[src/rtl/majority_pkg.sv]
`default_nettype none
//=============================================================================
// Module      : majority_pkg
// Description : Shared widths and helper functions for the pipelined
//               N-modular-redundancy majority voter.
// Revision    : 1.0 - initial release
//=============================================================================
package majority_pkg;

   // Upper bounds used by the fixed-width helper functions below.
   localparam int MAX_IN = 16;
   localparam int MAX_W  = 64;
   localparam int BUS_W  = MAX_IN * MAX_W;

   // Number of bits needed to hold values 0..value-1.
   function automatic int clog2(input int value);
      int result;
      result = 0;
      for (int k = 0; k < 31; k++) begin
         if ((1 << k) < value) result = k + 1;
      end
      return result;
   endfunction

   // Counter widths for the default configuration (5 lanes, limit 4).
   // Modules derive their own widths from their actual parameters.
   localparam int DEF_NUM_IN      = 5;
   localparam int DEF_FAULT_LIMIT = 4;
   localparam int CNT_W           = clog2(DEF_NUM_IN + 1);
   localparam int FCNT_W          = clog2(DEF_FAULT_LIMIT + 1);

   // Extract lane 'lane' of 'width' bits from a zero-extended packed bus.
   function automatic logic [MAX_W-1:0] lane_extract(input logic [BUS_W-1:0] bus,
                                                     input int lane,
                                                     input int width);
      logic [BUS_W-1:0] shifted;
      logic [MAX_W-1:0] mask;
      shifted = bus >> (lane * width);
      mask    = (width >= MAX_W) ? '1 : ((MAX_W'(1) << width) - MAX_W'(1));
      return shifted[MAX_W-1:0] & mask;
   endfunction

   // Population count of a lane mask.
   function automatic logic [4:0] popcount(input logic [MAX_IN-1:0] v);
      logic [4:0] n;
      n = '0;
      for (int k = 0; k < MAX_IN; k++) begin
         n = n + {4'd0, v[k]};
      end
      return n;
   endfunction

endpackage
`default_nettype wire

[src/rtl/majority_fault_tracker.sv]
`default_nettype none
//=============================================================================
// Module      : majority_fault_tracker
// Description : Per-lane consecutive-disagreement counters with sticky fault
//               flags. One update per vote; fault_clr wipes everything.
// Revision    : 1.0 - initial release
//=============================================================================
module majority_fault_tracker
   import majority_pkg::*;
#(
   parameter int NUM_IN      = 5,
   parameter int FAULT_LIMIT = 4
) (
   input  logic              clk,
   input  logic              rst_n,
   input  logic              update,
   input  logic [NUM_IN-1:0] active,
   input  logic [NUM_IN-1:0] mismatch,
   input  logic              fault_clr,
   output logic [NUM_IN-1:0] fault
);

   localparam int FCNT_BITS = clog2(FAULT_LIMIT + 1);
   localparam logic [FCNT_BITS-1:0] LIMIT = FCNT_BITS'(FAULT_LIMIT);

   logic [NUM_IN-1:0][FCNT_BITS-1:0] cnt;
   logic [NUM_IN-1:0][FCNT_BITS-1:0] cnt_nxt;
   logic [NUM_IN-1:0]                fault_nxt;

   // Next counter/flag values: clear wins, excluded lanes stay frozen.
   always_comb begin
      cnt_nxt   = cnt;
      fault_nxt = fault;
      if (fault_clr) begin
         cnt_nxt   = '0;
         fault_nxt = '0;
      end else if (update) begin
         for (int i = 0; i < NUM_IN; i++) begin
            if (active[i]) begin
               if (mismatch[i]) begin
                  if (cnt[i] != LIMIT) cnt_nxt[i] = cnt[i] + FCNT_BITS'(1);
                  if (cnt_nxt[i] == LIMIT) fault_nxt[i] = 1'b1;
               end else begin
                  cnt_nxt[i] = '0;
               end
            end
         end
      end
   end

   // Counter and sticky flag registers.
   always_ff @(posedge clk or negedge rst_n) begin
      if (!rst_n) begin
         cnt   <= '0;
         fault <= '0;
      end else begin
         cnt   <= cnt_nxt;
         fault <= fault_nxt;
      end
   end

endmodule
`default_nettype wire

[src/rtl/majority_voter_pipe.sv]
`default_nettype none
//=============================================================================
// Module      : majority_voter_pipe
// Description : Two-stage pipelined NUM_IN x WIDTH bitwise majority voter
//               with valid/ready streaming, per-lane fault tracking and
//               optional exclusion of faulted lanes from later votes.
//               Legal: NUM_IN 3..15, FAULT_LIMIT 1..255, WIDTH <= 64.
// Revision    : 1.0 - initial release
//=============================================================================
module majority_voter_pipe
   import majority_pkg::*;
#(
   parameter int NUM_IN       = 5,
   parameter int WIDTH        = 8,
   parameter int FAULT_LIMIT  = 4,
   parameter int AUTO_EXCLUDE = 1
) (
   input  logic                    clk,
   input  logic                    rst_n,
   input  logic                    in_valid,
   output logic                    in_ready,
   input  logic [NUM_IN*WIDTH-1:0] in_data,
   output logic                    out_valid,
   input  logic                    out_ready,
   output logic [WIDTH-1:0]        out_data,
   output logic                    out_unanimous,
   output logic                    out_no_quorum,
   output logic [NUM_IN-1:0]       fault,
   input  logic                    fault_clr
);

   // Width of a per-bit ones count and of the active-lane count.
   localparam int ONES_W = clog2(NUM_IN + 1);
   localparam int PAD_W  = BUS_W - NUM_IN * WIDTH;

   // Handshake
   logic s1_load;
   logic s2_load;

   // Input-side combinational vote preparation
   logic [NUM_IN-1:0]             active;
   logic [WIDTH-1:0][MAX_IN-1:0]  col;
   logic [WIDTH-1:0][ONES_W-1:0]  ones;
   logic [ONES_W-1:0]             n_active;

   // Stage 1 registers
   logic                          s1_valid;
   logic [NUM_IN*WIDTH-1:0]       s1_data;
   logic [NUM_IN-1:0]             s1_active;
   logic [WIDTH-1:0][ONES_W-1:0]  s1_ones;
   logic [ONES_W-1:0]             s1_nact;

   // Stage 1 -> stage 2 combinational result
   logic [BUS_W-1:0]              s1_bus;
   logic [WIDTH-1:0]              vote;
   logic [NUM_IN-1:0]             mismatch;
   logic                          unanimous_nxt;
   logic                          no_quorum_nxt;

   assign s2_load  = s1_valid & (~out_valid | out_ready);
   assign in_ready = ~s1_valid | s2_load;
   assign s1_load  = in_valid & in_ready;

   // A faulted lane leaves the vote only when exclusion is enabled.
   assign active = (AUTO_EXCLUDE != 0) ? ~fault : '1;

   // Gather bit column b across all active lanes.
   always_comb begin
      col = '0;
      for (int b = 0; b < WIDTH; b++) begin
         for (int i = 0; i < NUM_IN; i++) begin
            col[b][i] = in_data[i*WIDTH + b] & active[i];
         end
      end
   end

   generate
      for (genvar b = 0; b < WIDTH; b++) begin : g_ones
         assign ones[b] = ONES_W'(popcount(col[b]));
      end
   endgenerate

   assign n_active = ONES_W'(popcount(MAX_IN'(active)));

   // Stage 1: capture the beat, its lane mask and the per-bit counts.
   always_ff @(posedge clk or negedge rst_n) begin
      if (!rst_n) begin
         s1_valid  <= 1'b0;
         s1_data   <= '0;
         s1_active <= '0;
         s1_ones   <= '0;
         s1_nact   <= '0;
      end else begin
         if (s1_load) begin
            s1_valid  <= 1'b1;
            s1_data   <= in_data;
            s1_active <= active;
            s1_ones   <= ones;
            s1_nact   <= n_active;
         end else if (s2_load) begin
            s1_valid  <= 1'b0;
         end
      end
   end

   // Strict majority per bit; ties and an empty quorum give 0.
   always_comb begin
      vote = '0;
      for (int b = 0; b < WIDTH; b++) begin
         vote[b] = {s1_ones[b], 1'b0} > {1'b0, s1_nact};
      end
   end

   assign s1_bus = {{PAD_W{1'b0}}, s1_data};

   generate
      for (genvar i = 0; i < NUM_IN; i++) begin : g_lane
         assign mismatch[i] = WIDTH'(lane_extract(s1_bus, i, WIDTH)) != vote;
      end
   endgenerate

   assign no_quorum_nxt = (s1_nact == '0);
   assign unanimous_nxt = ~no_quorum_nxt & ~|(mismatch & s1_active);

   // Stage 2: voted result register, held while the consumer stalls.
   always_ff @(posedge clk or negedge rst_n) begin
      if (!rst_n) begin
         out_valid     <= 1'b0;
         out_data      <= '0;
         out_unanimous <= 1'b0;
         out_no_quorum <= 1'b0;
      end else begin
         if (s2_load) begin
            out_valid     <= 1'b1;
            out_data      <= vote;
            out_unanimous <= unanimous_nxt;
            out_no_quorum <= no_quorum_nxt;
         end else if (out_ready) begin
            out_valid     <= 1'b0;
         end
      end
   end

   majority_fault_tracker #(
      .NUM_IN      (NUM_IN),
      .FAULT_LIMIT (FAULT_LIMIT)
   ) u_fault_tracker (
      .clk       (clk),
      .rst_n     (rst_n),
      .update    (s2_load),
      .active    (s1_active),
      .mismatch  (mismatch),
      .fault_clr (fault_clr),
      .fault     (fault)
   );

endmodule
`default_nettype wire

[config.mk]
export PLATFORM = sky130hd
export DESIGN_NAME = majority_voter_pipe
export DESIGN_NICKNAME = d
export VERILOG_FILES = /design/src/rtl/majority_pkg.sv /design/src/rtl/majority_fault_tracker.sv /design/src/rtl/majority_voter_pipe.sv
export SDC_FILE = /design/constraint.sdc
export NUM_CORES = 1
export LEC_CHECK = 0
export CAP_MARGIN = 20
export CORE_UTILIZATION = 52
export CTS_CLUSTER_DIAMETER = 60
export DETAILED_ROUTE_END_ITERATION = 8
export PLACE_DENSITY = 0.84
export RECOVER_POWER = 100
export SKIP_CTS_REPAIR_TIMING = 1
export SYNTH_ARGS = -nofsm -noshare
export SYNTH_HDL_FRONTEND = slang
export SYNTH_SLANG_ARGS = --single-unit
[constraint.sdc]
create_clock -name clk -period 2.45 [get_ports clk]
set_input_delay 0.49 -clock clk [delete_from_list [all_inputs] [get_ports clk]]
set_output_delay 0.49 -clock clk [all_outputs]
set_load 0.005 [all_outputs]
==> summary.md <==
| Metric | Value |
|---|---|
| Status | finished, violations left |
| Failing checks | design-rule violations, negative setup slack |
| Worst R2R Path Depth | 9 |
| Grt total ovfl | 0 |
| Via-per-instance ratio | ~6.4 |
| ANT nets after route | 0 |
| DIE HEIGHT | 112.2 um |
| Pleak | 3.388 nW |
| Crit path launch | s1_nact[2] |
| DP HPWL | roughly 12 mm |
| FILL cells | 774 |
| Synth Area in Compound Gates | 11.79% |
| CTS sink count | 104 |
| Primary FF master, synth | dfrtp_1 |
| Die Area | 0.01259 mm^2 |
| CP arrival | ~3.0 ns |
| Worst hold slack | ~0.36 ns |
| Final RePlAce weighted congestion | ~0.88 |
| Mux contribution to synthesized area | 12.28% |
| Core ar. | roughly 0.012 mm^2 |
| Ports | 62 |
| Count of different cell masters after synthesis | 51 |
| DRT Pass-1 Iters | 9 |
| Crit share post-route | 109.4% |
| Relative slew slack | 21.76% |
| Slew Viols, Final | 0 |
| Fin. Hold Viols | 0 |
| Avg Inst Size Synth | between 10 and 15 um^2 |
| Utilization after layout | 70.32% |
| Setup crit end kind | register |
| Post-layout total power | 0.006138 W |
| Nets | 787 |
| RSZ-0062 raised after global routing | yes |
| WS Path Type | register to register |
| Reg2Reg Setup Slack | -0.23 ns |
| Largest net degree at the start of global routing | 47 |
| CTS Buf Count | 9 |
| Final setup viols | 19 |
| Hold Path Class | primary input to asynchronous set/reset pin |
| Reg clk slew, reported paths | 0.07 ns |
| Area after DPL | about 0.0075 mm^2 |
| Initial antenna violation count | 0 |
| RR Startpoint | s1_nact[2] |
| Drt wl/cell | 21.86 um |
| Largest family of logic cells by synthesized area | simple AND/OR/NAND/NOR gates |
| Adder-cell share of the synthesized area | 12.64% |
| H-tree lvl count | 3 |
| Antenna Cells | 0 |
| Worst Slack Setup Final | -0.2302 ns |
| Syn nets | around 670 |
| Actual slew at the worst max-slew pin | roughly 1.2 ns |
| 1st-iter DRT viols | 418 |
| Via count | 5,393 |
| Post-Layout Cell Count | 837 |
| Port Buf Inserts | 61 |
| First-pass GRT wire length | 26.79 mm |
| Seq cells post-synth | 104 |
| Layout area overhead | 29.30% |
| Startpoint types | register |
| Global Route Usage Sum | ~27% |
| Vias in the first global route | 5,398 |
| # DRC | 4 |
| Pwr Density | 751.6 mW/mm^2 |
| Placed cells | 812 |
| Final Skew | between 0.009 and 0.01 ns |
| Fin crit period | 2.680 ns |
| Clk pwr share | about a quarter |
| Share of layout cells above drive strength 1 | 31.70% |
| Post-synthesis sequential area ratio | ~41% |
| Sequential Power Share | 37.5% |
| Yosys warns | 0 |
| Asr flop ratio synth | 100.0% |
| Xor-xnor portion of the synthesized cell area | 0.1387% |
| FMAX | 373.1 MHz |
| Clk buf depth | 2 |
| Crit-path max FO | 10 |
| Post-Synth Simple-Gate Area | 18.09% |
| Maxcap violations | 0 |
| Sw frac | 32.44% |
| Psw | 0.001991 W |
| Mapped Area | 0.006316 mm^2 |
| CTS tree | done |
| Clk_lat worst skew | about 0.35 ns |
| Peak supply drop | 0.4031 mV |
| Syn Inst Count | 574 |
| Reg-to-reg critical path endpoint | out_unanimous |
| Final Instance Area | 0.008167 mm^2 |
| EDFF count, synth | 0 |
| # rows | 39 |
| P_int | approximately 0.0041 W |
| Combinational power share | 36.8% |
| Total Wirelength | 18.30 mm |
| Root Driver | clkbuf_16 |
| Initial core utilization | 54.38% |
| CP required | 2.74 ns |
| Die Wd | 112.2 um |
[cells in the mapped netlist (3+ instances only)]
master | instances | area, um^2
clkbuf_1 | 10 | 37.54
mux2_2 | 68 | 765.7
o21a_1 | 8 | 60.06
nand2_1 | 25 | 93.84
nor4_1 | 4 | 25.02
and3_1 | 4 | 25.02
ha_1 | 35 | 437.9
o21ai_0 | 39 | 195.2
o31ai_1 | 8 | 60.06
a211oi_1 | 8 | 60.06
dfrtp_1 | 104 | 2603
inv_1 | 19 | 71.32
buf_1 | 7 | 26.28
nor2_1 | 7 | 26.28
nor4b_1 | 4 | 35.03
buf_6 | 5 | 56.30
a41oi_2 | 3 | 48.80
fa_1 | 18 | 360.4
and2_1 | 3 | 18.77
nand3b_1 | 5 | 37.54
buf_2 | 9 | 45.04
nor2b_1 | 42 | 262.8
a21oi_1 | 17 | 85.08
o21ai_1 | 9 | 45.04
nor3_1 | 18 | 90.09
or3_1 | 24 | 150.1
nor4b_2 | 4 | 60.06
and4bb_1 | 7 | 87.58
nand4_1 | 18 | 112.6
nand3_1 | 6 | 30.03
a41oi_1 | 4 | 35.03
or4_1 | 3 | 22.52
a31oi_1 | 5 | 31.28
[state kept, by name, indices dropped and copies added, names as in the netlist]
| name | count |
|---|---|
| s1_nact | 3 |
| out_no_quorum | 1 |
| u_fault_tracker.fault | 5 |
| s1_ones | 24 |
| u_fault_tracker.cnt | 15 |
| out_unanimous | 1 |
| out_data | 8 |
| s1_active | 5 |
| s1_data | 40 |
| s1_valid | 1 |
| out_valid | 1 |
[worst max-delay path by stage]
stage                     slack [ns]                      to  depth (start not counted)
after floorplan                0.004           out_unanimous                         10
after global placement         -0.46  u_fault_tracker.cnt[4]                         11
after detailed placement       -0.58  u_fault_tracker.cnt[4]                         11
after CTS                      -0.66  u_fault_tracker.cnt[4]                         11
after global routing           -0.26           out_unanimous                          9
final                          -0.23           out_unanimous                          9
[final cells by class]
class	count	area (um^2)	area share [%]
flip-flops and latches	104	2603	31.87
clock buffers	10	239.0	2.926
clock inverters	6	82.58	1.011
repair buffers	135	1201	14.71
multi-input cells	420	3789	46.39
well taps	143	178.9	2.191
inverters	19	73.82	0.9039
[layer usage]
metal	track usage (%)	vias to the layer above	part of all wire, %	wire, um
met5	0	-	0	0
met4	12.00	0	4.5	819
met3	4.536	85	5.8	1068
met2	46.05	283	49	9002
met1	35.21	2676	40	7405
li1	-	2349	-	-
[through the flow]
stage	worst slack, ns	TNS, ns
2_1_floorplan	0.003585	0
3_3_place_gp	-0.4578	-10.86
3_5_place_dp	-0.5816	-13.18
4_1_cts	-0.6616	-9.550
5_1_grt	-0.2602	-4.996
6_report	-0.2302	-2.711
[kinds of logic (layout without fill, tap and decap cells)]
| kind of cell | Yosys count | in the layout |
|---|---|---|
| and+or+nand+nor | 181 | 182 |
| AOI/OAI and AO/OA | 115 | 115 |
| DFF | 104 | 104 |
| muxes | 69 | 69 |
| adders and majority gates | 53 | 53 |
| buffers and inverters | 51 | 170 |
| xor gates and xnor gates | 1 | 1 |
[worst max-delay path, cell delays in order, from the launching register on]
cell and delay [ns]:
dfrtp_1 0.41, inv_4 0.14, buf_4 0.14, ha_4 0.20, and4bb_4 0.24, o21ai_0 0.26, nand4_1 0.20, or4_4 0.64
a22oi_1 0.18, a32o_1 0.19
[power groups by stage]
stage                     clock network [W]  registers [W]  logic, W
after global routing                0.00165        0.00233   0.00242
after detailed placement                  0        0.00228   0.00186
final                               0.00158        0.00230   0.00226
after floorplan                           0        0.00219   0.00110
after CTS                           0.00158        0.00225   0.00188
after global placement                    0        0.00226   0.00175
[cell usage in the layout (no fill, tap or decap), types with 3 or more instances in the layout]
cell type / n
a41oi_2: 5
ha_1: 28
nor2_1: 7
nand2_1: 25
nor3_1: 16
o31ai_1: 8
nor2b_1: 32
fa_1: 17
or4_4: 3
or3_1: 24
o21a_1: 8
nor4b_4: 5
buf_12: 3
nor4b_2: 3
nor2b_2: 9
inv_1: 17
clkinv_2: 3
o21ai_0: 33
mux2_2: 68
nand3_1: 6
dfrtp_1: 104
buf_6: 3
and3_1: 4
ha_4: 7
a21oi_1: 16
nand3b_1: 5
and4bb_2: 3
and4bb_4: 5
nor4_1: 4
a31oi_1: 4
clkbuf_16: 9
buf_4: 63
a211oi_2: 7
o21ai_1: 15
clkdlybuf4s50_1: 59
nand4_1: 18
and2_1: 3
No activity file was read; power rests on OpenSTA's default activity.
